**src/rtl/mul_sched.sv**
```systemverilog
// Two-requester round-robin scheduler around one MSB-first shift-add multiplier.
// A grant captures the winner's operands; the product appears W RUN edges later and is held until ack.
module mul_sched #(
   parameter int W = 8
) (
   input  logic           ck,
   input  logic           rst_n,
   input  logic           req0,
   input  logic [W-1:0]   a0,
   input  logic [W-1:0]   b0,
   input  logic           req1,
   input  logic [W-1:0]   a1,
   input  logic [W-1:0]   b1,
   input  logic           ack,
   output logic           gnt0,
   output logic           gnt1,
   output logic           busy,
   output logic           vld,
   output logic [2*W-1:0] res,
   output logic           rid
);

   localparam int CW = (W > 1) ? $clog2(W) : 1;

   typedef enum logic [1:0] {IDLE, RUN, DONE} state_t;

   state_t          state;
   state_t          state_nxt;
   logic            ptr;
   logic            take;
   logic            win;
   logic            last;
   logic [W-1:0]    a_sh;
   logic [W-1:0]    b_l;
   logic [2*W-1:0]  acc;
   logic [2*W-1:0]  sum;
   logic [CW-1:0]   cnt;

   // a_sh shifts left once per RUN edge, so its MSB is always the latched a bit [W-1-cnt]
   assign last = (cnt == CW'(W - 1));
   assign sum  = {acc[2*W-2:0], 1'b0} + (a_sh[W-1] ? {{W{1'b0}}, b_l} : {(2*W){1'b0}});

   always_ff @(posedge ck or negedge rst_n) begin
      if (!rst_n) state <= IDLE;
      else        state <= state_nxt;
   end

   always_comb begin
      state_nxt = state;
      unique case (state)
         IDLE:    if (req0 || req1) state_nxt = RUN;
         RUN:     if (last)         state_nxt = DONE;
         DONE:    if (ack)          state_nxt = IDLE;
         default:                   state_nxt = IDLE;
      endcase
   end

   // On a tie the pointer decides; a lone request wins outright
   always_comb begin
      busy = (state != IDLE);
      take = (state == IDLE) && (req0 || req1);
      win  = (req0 && req1) ? ptr : req1;
   end

   always_ff @(posedge ck or negedge rst_n) begin
      if (!rst_n) begin
         gnt0 <= 1'b0;
         gnt1 <= 1'b0;
         vld  <= 1'b0;
         res  <= '0;
         rid  <= 1'b0;
         ptr  <= 1'b0;
         acc  <= '0;
         cnt  <= '0;
         a_sh <= '0;
         b_l  <= '0;
      end else begin
         gnt0 <= take && !win;
         gnt1 <= take && win;
         unique case (state)
            IDLE: begin
               if (take) begin
                  a_sh <= win ? a1 : a0;
                  b_l  <= win ? b1 : b0;
                  rid  <= win;
                  ptr  <= !win;
                  acc  <= '0;
                  cnt  <= '0;
               end
            end
            RUN: begin
               acc  <= sum;
               a_sh <= a_sh << 1;
               cnt  <= cnt + CW'(1);
               if (last) begin
                  res <= sum;
                  vld <= 1'b1;
               end
            end
            DONE: begin
               if (ack) vld <= 1'b0;
            end
            default: ;
         endcase
      end
   end

endmodule
```
**config.mk**
```make
export PLATFORM = sky130hd
export DESIGN_NAME = mul_sched
export DESIGN_NICKNAME = d
export VERILOG_FILES = /design/src/rtl/mul_sched.sv
export SDC_FILE = /design/constraint.sdc
export NUM_CORES = 1
export LEC_CHECK = 0
export BUFFER_PORTS_ARGS = -buffer_cell sky130_fd_sc_hd__buf_2
export CORE_MARGIN = 1.5
export CORE_UTILIZATION = 45
export CTS_BUF_LIST = sky130_fd_sc_hd__clkbuf_4 sky130_fd_sc_hd__clkbuf_8
export CTS_CLUSTER_DIAMETER = 60
export DETAILED_ROUTE_END_ITERATION = 6
export GPL_TIMING_DRIVEN = 0
export PLACE_DENSITY = 0.77
export SYNTH_ARGS = -nofsm -noshare
export SYNTH_HDL_FRONTEND = slang
export SYNTH_SLANG_ARGS = --single-unit
```
**constraint.sdc**
```tcl
create_clock -name ck -period 2.14 [get_ports ck]
set_input_delay 0 -clock ck [delete_from_list [all_inputs] [get_ports ck]]
set_output_delay 0 -clock ck [all_outputs]
set_load 0.01 [all_outputs]
```
==> impl_metrics.json <==
{
  "status": "finished, violations left",
  "violations": "DRC, setup timing",
  "path_delay_family": "compound AO/OA/AOI/OAI gates",
  "cts_buffers": 9,
  "clk_pin_slew_ns": 0.06,
  "startpoint_type": "flop",
  "fmax_mhz": 432,
  "finalNetCount": 412,
  "r2r_start": "a_sh[7]",
  "power.internal_mw": 2.94,
  "wl_per_cell_um": 16.0,
  "crit_chain": "and2_4, ha_4, fa_2, a211o_1, a211oi_4, buf_4, nor3_2, xnor2_1, o21ai_1",
  "antenna_cells": 0,
  "syn_to_final_growth_pct": 41.1,
  "ir_drop_uv": 670,
  "synth_top_area_share_pct": 53.4,
  "pwr-share-clk_pct": 17.9,
  "fp.dieW_um": 80.1,
  "insertion_delay_ns": 0.34,
  "p_leak_nw": 1.85,
  "drt_first_pass_iters": 7,
  "grt_pass1_wl_um": 11500,
  "placed_cell_area_mm2": 0.00306,
  "ant_nets": 0,
  "crit_arrival_ns": 2.54,
  "finalHoldViolations": 0,
  "start_util_pct": 47.7,
  "final.setup.worst_slack_ns": -0.176,
  "required_ns": 2.36,
  "fin_area_mm2": 0.00377,
  "switching_share_pct": 38.7,
  "period_share_pct": 108,
  "coreArea_mm2": 0.00561,
  "min_from": "req0",
  "synthCells": 255,
  "rsz0062_at_grt": "true",
  "htree_num_levels": 3,
  "cts-root-buf": "clkbuf_8",
  "p_per_area_mw_per_mm2": 1270,
  "portBuffers": 57,
  "clock_sinks": 57,
  "synthArstFlopShare_pct": 100,
  "p_switching_mw": 1.86,
  "dp.cells": 384,
  "tritoncts": "done",
  "crit_slowest_cell": "dfrtp_2",
  "yosysMostFrequentCell": "dfrtp_1",
  "layout_min_cycle_time_ns": 2.32,
  "synthTopCellsByArea": "dfrtp_1 53%, o21ai_0 6.2%, nand2_1 5.1%",
  "hold_path_class": "in -> reg",
  "maxSlewViolCount": 0,
  "ys_ff_latch": 57,
  "vias_per_cell": 5.56,
  "route.detailed.drc": 2,
  "syn-cell-area_mm2": 0.00267,
  "synthFlopType": "dfrtp_1",
  "hpwlAfterDp_um": 4140,
  "tightestPinTransition_ns": 0.695,
  "relSlewSlack_pct": 53.7,
  "grt_start_max_net_pins": 58,
  "finalSetupViolCount": 9,
  "fin_skew_ns": 0.00730,
  "grt_overflow": 0,
  "crit_fanout": 4,
  "antenna_found_initial": 0,
  "crit_buf_inv": 1,
  "die_h_um": 80.1,
  "io-pin-count": 58,
  "place_congestion": 0.863,
  "crit_type": "reg -> reg",
  "cp-startpoint": "a_sh[7]",
  "route.vias.total": 2458,
  "drtIter0Drc": 163,
  "dieArea_mm2": 0.00641,
  "pwr-share-seq_pct": 38.6,
  "syn-num-nets": 302,
  "drive_gt1_share_pct": 32.7,
  "comb_power_share_pct": 43.5,
  "critPathMaxStageDelay_ns": 0.43,
  "routed_wl_um": 7050,
  "synth.distinct_cells": 39,
  "postSynthAreaPerCell_um2": 10.5,
  "endpoint_kind": "flop",
  "rows": 27,
  "fin_cells": 442,
  "maxCapViolations": 0,
  "yosysTopAreaCell": "dfrtp_1",
  "synth_commonest_cells": "57 x dfrtp_1, 36 x nand2_1, 33 x o21ai_0",
  "ys_warn_count": 0,
  "grt_pass1_vias": 2442,
  "synth_edf_count": 0,
  "clock_path_buffers": 2,
  "yosysSeqAreaShare_pct": 53.4,
  "grt_usage_pct": 23.9
}
[cells in the final DEF (no fill, tap or decap), types with 6 or more instances in the layout]
master,instances
buf_4,10
dfrtp_1,55
clkbuf_8,9
o21ai_1,8
a21oi_1,6
inv_1,14
a22oi_1,14
o21ai_0,23
dlygate4sd3_1,34
a222oi_1,9
buf_2,61
xor2_1,6
nand3_1,7
nand2_1,35
[cell type report]
class | count | area (µm²)
timing repair buffer | 99 | 688
clock buffer | 12 | 146
tap | 72 | 90.1
inverter | 14 | 52.6
fill | 436 | 1840
sequential | 57 | 1430
buffer | 12 | 62.6
multi-input combinational | 172 | 1280
clock inverter | 4 | 20.0
[state kept, by name, indices dropped and copies added, names as in the netlist]
register	flops
b_l	8
cnt	3
acc	15
state	2
rid	1
res	16
gnt1	1
a_sh	8
gnt0	1
ptr	1
vld	1
[stage by stage]
| step | util (%) | hold slack, ns | total power [mW] | worst slack, ns | TNS, ns |
|---|---|---|---|---|---|
| finish | 67.2 | 0.155 | 4.79 | -0.176 | -1.12 |
| global placement | 54.5 | 0.227 | 3.44 | -0.286 | -1.81 |
| global route | 67.2 | 0.157 | 5.17 | -0.283 | -2.33 |
| floorplan | - | -0.296 | 2.94 | -0.0184 | -0.0933 |
| detailed placement | 54.5 | 0.234 | 3.51 | -0.313 | -2.08 |
| CTS | 65.2 | 0.134 | 4.65 | -0.189 | -1.12 |
[repair_timing]
item	in CTS	in global routing
setup endpoints to repair	10	24
setup buffers	4	4
endpoints found under the hold margin	75	0
resized for setup	12	24
hold buffers	34	0
pin swaps	8	11
[path summary, 6_finish.rpt]
| check | endpoint | slack [ns] | depth (start not counted) |
|---|---|---|---|
| worst min-delay path | gnt1 | 0.16 | 3 |
| worst max register to register | res[15] | -0.18 | 9 |
| worst max-delay path | res[15] | -0.18 | 9 |
| min in group asynchronous | res[11] | 0.25 | 2 |
| worst min register to register | res[5] | 0.47 | 2 |
| max in group asynchronous | state[0] | 1.38 | 2 |
[power by group through the flow]
stage	Sequential [mW]	Combinational (mW)	Clock [mW]
floorplan	1.83	1.11	0
global placement	1.82	1.62	0
detailed placement	1.83	1.68	0
CTS	1.83	1.95	0.867
global route	1.91	2.33	0.928
finish	1.85	2.09	0.859
[cells by family (layout without fill, tap and decap cells)]
family	count (synthesis)	count (layout)	synth area share (%)
AO/OA/AOI/OAI	81	81	20.6
XOR/XNOR	13	13	4.26
adder cells (fa/ha/maj)	10	10	4.96
buffers and inverters	26	141	4.31
flip-flops	57	57	53.4
multiplexers	2	2	0.843
AND/OR/NAND/NOR	66	66	11.7
[worst reg2reg max path: cells and delay by family (launching register included)]
kind / cells / cell delay [ns]
xor gates and xnor gates: 1 / 0.14
buffers and inverters: 1 / 0.18
AOI/OAI and AO/OA: 3 / 0.73
DFF: 1 / 0.43
and+or+nand+nor: 2 / 0.21
adders and majority gates: 2 / 0.52
[layer usage]
metal	track usage [%]	wire, µm	part of all wire, %	up-vias
li1	-	-	-	1134
met1	29.4	2920	41	1211
met2	39.8	3560	50	94
met3	5.57	407	5.8	19
met4	10.3	165	2.3	0
met5	0	0	0	-
(Power assumes the default switching activity.)
